--- src/rtl/filt_pkg.sv ---
// Shared types and constants for the audio filter chain (I2S front end, FIR/IIR stages).
package filt_pkg;

  localparam int WD_DEF = 24;

  typedef logic signed [WD_DEF-1:0] sample_t;

  localparam logic I2S_LEFT  = 1'b0;
  localparam logic I2S_RIGHT = 1'b1;

endpackage

--- src/rtl/sync_2ff.sv ---
// Two-flop synchroniser for asynchronous pin inputs; every bit sees the same delay.
module sync_2ff #(
  parameter int W = 1
) (
  input  logic         i_clk,
  input  logic         i_rst_n,
  input  logic [W-1:0] i_d,
  output logic [W-1:0] o_q
);

  logic [W-1:0] r_s1;
  logic [W-1:0] r_s2;

  // metastability filter: two back-to-back stages
  always_ff @(posedge i_clk or negedge i_rst_n) begin
    if (!i_rst_n) begin
      r_s1 <= {W{1'b0}};
      r_s2 <= {W{1'b0}};
    end else begin
      r_s1 <= i_d;
      r_s2 <= r_s1;
    end
  end

  assign o_q = r_s2;

endmodule

--- src/rtl/i2s_rx_frontend.sv ---
// Philips I2S receiver: oversamples SCLK/LRCLK/SDATA in the system clock domain and
// presents committed left/right pairs plus a selected mono channel to the filter chain.
module i2s_rx_frontend
  import filt_pkg::*;
#(
  parameter int WD        = 24,
  parameter int SLOT_BITS = 32,
  parameter int CNT_W     = 6
) (
  input  logic                 clk,
  input  logic                 reset_n,
  input  logic                 i2s_sclk,
  input  logic                 i2s_lrclk,
  input  logic                 i2s_sdata,
  input  logic                 mono_sel,
  input  logic                 err_clr,
  output logic signed [WD-1:0] sample_l,
  output logic signed [WD-1:0] sample_r,
  output logic signed [WD-1:0] data_out,
  output logic                 sample_valid,
  output logic                 frame_err
);

  localparam logic [CNT_W-1:0] WD_C    = CNT_W'(WD);
  localparam logic [CNT_W-1:0] CNT_MAX = {CNT_W{1'b1}};
  localparam logic [CNT_W-1:0] CNT_ONE = {{(CNT_W-1){1'b0}}, 1'b1};
  localparam logic [CNT_W:0]   SLOT_C  = (CNT_W+1)'(SLOT_BITS);

  logic [2:0]          w_pins_s;
  logic                w_sclk_s;
  logic                w_lrclk_s;
  logic                w_sdata_s;
  logic                w_sclk_rise;

  logic                r_sclk_d;
  logic                r_lr_init;
  logic                r_lr_prev;
  logic                r_armed;
  logic                r_have_l;
  logic [CNT_W-1:0]    r_bit_cnt;
  logic [WD-1:0]       r_shift;
  logic [WD-1:0]       r_hold_l;
  logic [WD-1:0]       r_sample_l;
  logic [WD-1:0]       r_sample_r;
  logic [WD-1:0]       r_data_out;
  logic                r_valid;
  logic                r_err;

  logic [CNT_W-1:0]    w_fill;
  logic [CNT_W-1:0]    w_shamt;
  logic [WD-1:0]       w_commit;
  logic [CNT_W:0]      w_slot_len;
  logic                w_len_bad;

  sync_2ff #(.W(3)) u_sync (
    .i_clk   (clk),
    .i_rst_n (reset_n),
    .i_d     ({i2s_sdata, i2s_lrclk, i2s_sclk}),
    .o_q     (w_pins_s)
  );

  assign w_sclk_s    = w_pins_s[0];
  assign w_lrclk_s   = w_pins_s[1];
  assign w_sdata_s   = w_pins_s[2];
  assign w_sclk_rise = w_sclk_s & ~r_sclk_d;

  // left-justify a finished slot and measure its length including the delay bit
  always_comb begin
    w_fill     = (r_bit_cnt < WD_C) ? r_bit_cnt : WD_C;
    w_shamt    = WD_C - w_fill;
    w_commit   = r_shift << w_shamt;
    w_slot_len = {1'b0, r_bit_cnt} + {{CNT_W{1'b0}}, 1'b1};
    w_len_bad  = (w_slot_len != SLOT_C);
  end

  // slot tracking, commit and output registers, all advanced on synchronised sclk rises
  always_ff @(posedge clk or negedge reset_n) begin
    if (!reset_n) begin
      r_sclk_d   <= 1'b0;
      r_lr_init  <= 1'b0;
      r_lr_prev  <= I2S_LEFT;
      r_armed    <= 1'b0;
      r_have_l   <= 1'b0;
      r_bit_cnt  <= {CNT_W{1'b0}};
      r_shift    <= {WD{1'b0}};
      r_hold_l   <= {WD{1'b0}};
      r_sample_l <= {WD{1'b0}};
      r_sample_r <= {WD{1'b0}};
      r_data_out <= {WD{1'b0}};
      r_valid    <= 1'b0;
      r_err      <= 1'b0;
    end else begin
      r_sclk_d   <= w_sclk_s;
      r_valid    <= 1'b0;
      r_data_out <= mono_sel ? r_sample_r : r_sample_l;
      if (err_clr) begin
        r_err <= 1'b0;
      end
      if (w_sclk_rise) begin
        if (!r_lr_init) begin
          // first rise after reset only learns the current word-select level
          r_lr_init <= 1'b1;
          r_lr_prev <= w_lrclk_s;
        end else if (w_lrclk_s != r_lr_prev) begin
          r_lr_prev <= w_lrclk_s;
          r_bit_cnt <= {CNT_W{1'b0}};
          r_shift   <= {WD{1'b0}};
          r_armed   <= 1'b1;
          if (r_armed) begin
            if (w_len_bad) begin
              r_err <= 1'b1;
            end
            if (r_lr_prev == I2S_LEFT) begin
              r_hold_l <= w_commit;
              r_have_l <= 1'b1;
            end else begin
              r_have_l <= 1'b0;
              if (r_have_l) begin
                r_sample_l <= r_hold_l;
                r_sample_r <= w_commit;
                r_valid    <= 1'b1;
              end
            end
          end
        end else begin
          if (r_bit_cnt < WD_C) begin
            r_shift <= {r_shift[WD-2:0], w_sdata_s};
          end
          if (r_bit_cnt != CNT_MAX) begin
            r_bit_cnt <= r_bit_cnt + CNT_ONE;
          end
        end
      end
    end
  end

  assign sample_l     = r_sample_l;
  assign sample_r     = r_sample_r;
  assign data_out     = r_data_out;
  assign sample_valid = r_valid;
  assign frame_err    = r_err;

endmodule

--- config.mk ---
export PLATFORM = sky130hd
export DESIGN_NAME = i2s_rx_frontend
export DESIGN_NICKNAME = d
export VERILOG_FILES = /design/src/rtl/filt_pkg.sv /design/src/rtl/sync_2ff.sv /design/src/rtl/i2s_rx_frontend.sv
export SDC_FILE = /design/constraint.sdc
export NUM_CORES = 1
export LEC_CHECK = 0
export ABC_AREA = 0
export CAP_MARGIN = 0
export CORE_MARGIN = 3
export CORE_UTILIZATION = 43
export CTS_CLUSTER_SIZE = 10
export DETAILED_ROUTE_END_ITERATION = 8
export SLEW_MARGIN = 15
export SYNTH_ARGS = -nofsm -noshare
export SYNTH_HDL_FRONTEND = slang
export SYNTH_HIERARCHICAL = 1
export SYNTH_SLANG_ARGS = --single-unit
--- constraint.sdc ---
create_clock -name clk -period 4 [get_ports clk]
set_input_delay 0.4 -clock clk [delete_from_list [all_inputs] [get_ports clk]]
set_output_delay 0.4 -clock clk [all_outputs]
set_load 0.005 [all_outputs]
Yosys cells after proc, flatten, opt, wreduce, memory -nomap -nowiden
Cells that the tools add are included.

Bits in registers: 139. Bits of input ports: 7. Output and inout port bits: 74. Logic and storage cells: 57.

Add/subtract/negate cells: 3. $lt $le $gt $ge: 1. Equal/unequal tests: 4. Shift-type cells: 1. Muxes and demuxes: 21. Bitwise logic cells: 3. Reductions and logical operators: 9.

Operators by type and width (number): two-way mux 24 bit (3); left shift 24 x 6 -> 24 bit (1); two-way mux 6 bit (3); two-way mux 1 bit (15); AND reduction 3 bit (3); adder 6 x 1 -> 7 bit, second input constant (1); inequality test 7 x 6 -> 1 bit, second input constant (1); adder 6 x 1 -> 6 bit, second input constant (1); < comparator 6 x 5 -> 1 bit, second input constant (1); inequality test 6 bit, second input constant (1); AND reduction 6 bit (1); subtractor 5 x 6 -> 6 bit, first input constant (1); AND reduction 5 bit (1); AND reduction 4 bit (1); nonzero test 2 bit (2); inequality test 2 x 1 -> 1 bit, second input constant (1); NOT 1 bit (2); AND reduction 2 bit (1); bitwise AND 1 bit (1); inequality test 1 bit (1).

Logic depth before layout (Yosys ltp)
Depth in word-level cells: 7. Gate-level depth with buffers: 14. Depth with buffers taken out: 10.

Modules after synthesis
Netlist, hierarchy kept.

Modules (own cells, without submodules): i2s_rx_frontend (times used 1, cells an instance 682, area each 6718.9 sq um, sequential area each 3328.2 sq um); sync_2ff (times used 1, cells an instance 6, area each 150.1 sq um, sequential area each 150.1 sq um).

Worst setup path before layout
Ideal clock, no wire load.

Path type: register to register. Start point: register r_bit_cnt[4]. End point: register r_sample_r[12], in the netlist sample_r[12]. Setup time: 0.121 ns. Arrival time: 3.140 ns. Required time: 3.879 ns. Slack: 0.739 ns. Stages on the path, launching flop included: 13. Path buffers: 4. Period minus slack after synthesis: 3.261 ns. Path through: dfrtp_1 -> buf_6 -> a21oi_2 -> buf_2 -> clkbuf_1 -> nand2_1 -> ha_1 -> clkbuf_1 -> or3_4 -> nand2_1 -> mux2_1 -> mux4_2 -> a22o_1.

Cells in the longest elaborated chain, start to end: 4.

Ends and longest elaborated chain: start: declaration (line i2s_rx_frontend.sv:40) `logic [CNT_W-1:0] r_bit_cnt;`; start signal: assignment (line i2s_rx_frontend.sv:84) `r_bit_cnt <= {CNT_W{1'b0}};`; start signal: assignment (line i2s_rx_frontend.sv:106) `r_bit_cnt <= {CNT_W{1'b0}};`; start signal: assignment (line i2s_rx_frontend.sv:130) `r_bit_cnt <= r_bit_cnt + CNT_ONE;`; < comparator 6 x 5 -> 1 bit (line i2s_rx_frontend.sv:69) `w_fill = (r_bit_cnt < WD_C) ? r_bit_cnt : WD_C;`; two-way mux 6 bit * (line i2s_rx_frontend.sv:69); subtractor 5 x 6 -> 6 bit * (line i2s_rx_frontend.sv:70) `w_shamt = WD_C - w_fill;`; left shift 24 x 6 -> 24 bit * (line i2s_rx_frontend.sv:71) `w_commit = r_shift << w_shamt;`; end signal: assignment (line i2s_rx_frontend.sv:88) `r_sample_r <= {WD{1'b0}};`; end signal: assignment (line i2s_rx_frontend.sv:120) `r_sample_r <= w_commit;`; end: declaration (line i2s_rx_frontend.sv:44) `logic [WD-1:0] r_sample_r;`.

Every way passes the cells marked *; elsewhere a longest branch is shown, timed or not. A chain may end at the register's enable or synchronous reset.

Worst setup path after layout
Start point: register r_bit_cnt[3]. End point: register r_sample_r[12], in the netlist sample_r[12].

The elaborated chain is that of the path after synthesis.

==> metrics.cfg <==
[floorplanning]
top_level_ports=81
start_util_pct=44.5
die_height_um=132
core_um2=15400
rows=45
dieArea_um2=17500
die_x_um=132

[detailed_routing]
post_drt_wl_per_cell_um=19.8
wl_met1_mm=9.23
drt_iter0_drc=365
ant_nets=0
remaining_drc_errors=0
viasPerCell=5.80
routed_wl_mm=19.3
dr.pass1.iters=5
dr_wl_met3_um=901
met2_length_mm=8.81
top_layer=met4
num_vias=5651

[synth]
syn_area_per_cell_um2=9.98
yosysMostFrequentCell=dfrtp_1
synth_cells=688
async_flop_share_pct=100
netlist_area_um2=6870
synth_fp_nets=698
yosys.area.top_type=dfrtp_1
synth_flop_cell=dfrtp_1
ys_seq_area_share_pct=50.6
yosys-top-cells-count=139 x dfrtp_1, 134 x nand2_1, 44 x clkbuf_1, 37 x nor2_1, 31 x mux2_2
netlist_top_cells_area=dfrtp_1 51%, nand2_1 7.3%, mux2_2 5.1%
ys_ff_latch=139
synth_top_area_share_pct=50.6
yosys_warnings=6
synth_edf_count=0
yosysUniqueCellTypes=71

[grt]
first_global_vias=5479
grt_max_degree=95
grt_overflow_total=0
antenna_found_initial=0
gr-usage-all-layers_pct=22.4
grt_pass1_wl_mm=31.1

[clock_network]
cts_resized=0
clk_latency_ps=420
cts_tree=done
cts_inserted_buffers=17
clock_sinks=139
clk_pin_slew_ps=60
cts_setup_buffers=0
cts.path.max_buffers=2
h-tree-depth=4
cts_hold_repair.buffers=0
ctsRootBufferMaster=clkbuf_16

[sta]
skew_ps=8.32
finalSetupTns_ps=0
setup_viol=0
period_minus_slack_ps=3450
fmax_mhz=290
tightest_slew_ps=896
rsz0062_at_grt=false
finalHoldViolations=0
setup_ws_ps=552
slew_violations=0
period_share_pct=86.2
worst_slew_margin_rel_pct=40.0

[finish]
area_growth_pct=23.5
antenna_cells=0
drive_above_1_share_pct=13.6
instances_no_fill=975
nets=761

[worst_setup_path]
arrival_ps=3760
startpoint=r_bit_cnt[3]$_DFFE_PN0P_
crit_fanout=20
r2r_start=r_bit_cnt[3]$_DFFE_PN0P_
cp-start-kind=register
reg2reg_slack_ps=550
cp-endpoint=sample_r[12]$_DFFE_PN0P_
reg2reg_to=sample_r[12]$_DFFE_PN0P_
cp.required_ps=4310
crit_type=register to register
critPathCaptureType=register
ff2ff_path_depth=9

[power_and_ir_drop]
p_per_area_nw_per_um2=557
power_leakage_nw=3.79
total_power_mw=4.72
vdd_drop_max_uv=266

[outcome]
outcome=finished, final reports clean

[placement]
globalplace.congestion=0.907
dp_hpwl_mm=13.8
portBuffers=80
place_inst=943
post-place-ws_ps=578

[run]
max-cap-violations=0

[hold_path]
hp-class=primary input to asynchronous set/reset pin

==> kinds of logic after synthesis <==
| logic type | Yosys count | synth area share [%] |
|---|---|---|
| AOI/OAI and AO/OA | 197 | 20.9 |
| xor gates and xnor gates | 3 | 0.383 |
| adders and majority gates | 3 | 0.547 |
| buffers and inverters | 60 | 3.62 |
| DFF | 139 | 50.6 |
| muxes | 43 | 8.18 |
| and+or+nand+nor | 243 | 15.7 |
==> per-layer routing <==
layer | track usage (%) | up-vias
li1 | - | 2658
met1 | 31.7 | 2814
met2 | 34.7 | 151
met3 | 4.08 | 28
met4 | 7.97 | 0
met5 | 0 | -
==> registers in the layout (all words and copies together) (netlist names) <==
signal	count
r_lr_init	1
r_bit_cnt	6
r_lr_prev	1
u_sync/r_s1	3
r_armed	1
sample_l	24
r_have_l	1
u_sync/o_q	3
data_out	24
sample_r	24
sample_valid	1
r_hold_l	24
frame_err	1
r_sclk_d	1
r_shift	24
==> area by class of cell <==
class | count | area, um2
timing repair buffer | 97 | 925
inverter | 7 | 26.3
tap | 211 | 264
clock inverter | 12 | 211
clock buffer | 20 | 437
sequential | 139 | 3480
fill | 1420 | 6940
multi-input combinational | 489 | 3140
==> power by group <==
part	switching [mW]	leakage, nW	internal [mW]	total [mW]
Clock	0.641	0.308	1.12	1.76
Sequential	0.114	1.87	1.57	1.69
Combinational	0.735	1.61	0.544	1.28
Total	1.49	3.79	3.23	4.72
==> critical path: stages (launching register included) <==
cell and delay, ps:
dfrtp_1 520, a21o_4 340, nor2_2 130, inv_2 90, ha_1 300, or3_4 520
nand2_1 300, mux2_1 390, mux4_2 510, a22o_1 210
==> how the worst min path moves through the flow <==
stage                             startpoint                       to  depth (start not counted)
floorplan                            reset_n    data_out[0]$_DFF_PN0_                          0
global placement    u_sync/r_s1[0]$_DFF_PN0_  u_sync/o_q[0]$_DFF_PN0_                          0
detailed placement  u_sync/r_s1[2]$_DFF_PN0_  u_sync/o_q[2]$_DFF_PN0_                          0
CTS                                  reset_n  sample_l[6]$_DFFE_PN0P_                          1
global route                         reset_n    data_out[6]$_DFF_PN0_                          1
finish                               reset_n  sample_l[6]$_DFFE_PN0P_                          1
==> placed cells by master, fill, tap and decap left out, drive strengths merged, types with 5 or more instances in the layout <==
cell / n
a211oi: 8
a21boi: 8
a21oi: 25
a22o: 30
a22oi: 6
a31oi: 14
and3: 14
buf: 19
bufinv: 5
clkbuf: 20
clkdlybuf4s50: 78
dfrtp: 139
inv: 10
mux2: 32
mux4: 7
nand2: 134
nand2b: 6
nand3: 17
nand4: 5
nor2: 38
nor3: 9
o211ai: 10
o21ai: 33
o22ai: 6
o31ai: 14
or2: 7
==> metrics by stage <==
step	instance area (um2)	utilization (%)	hold slack, ps
final	8490	55.0	53.9
after global routing	8490	55.0	142
after CTS	8490	55.0	92.4
after detailed placement	7840	50.8	338
after global placement	7840	50.8	340
after floorplan	6870	-	104
(Power assumes the default switching activity.)
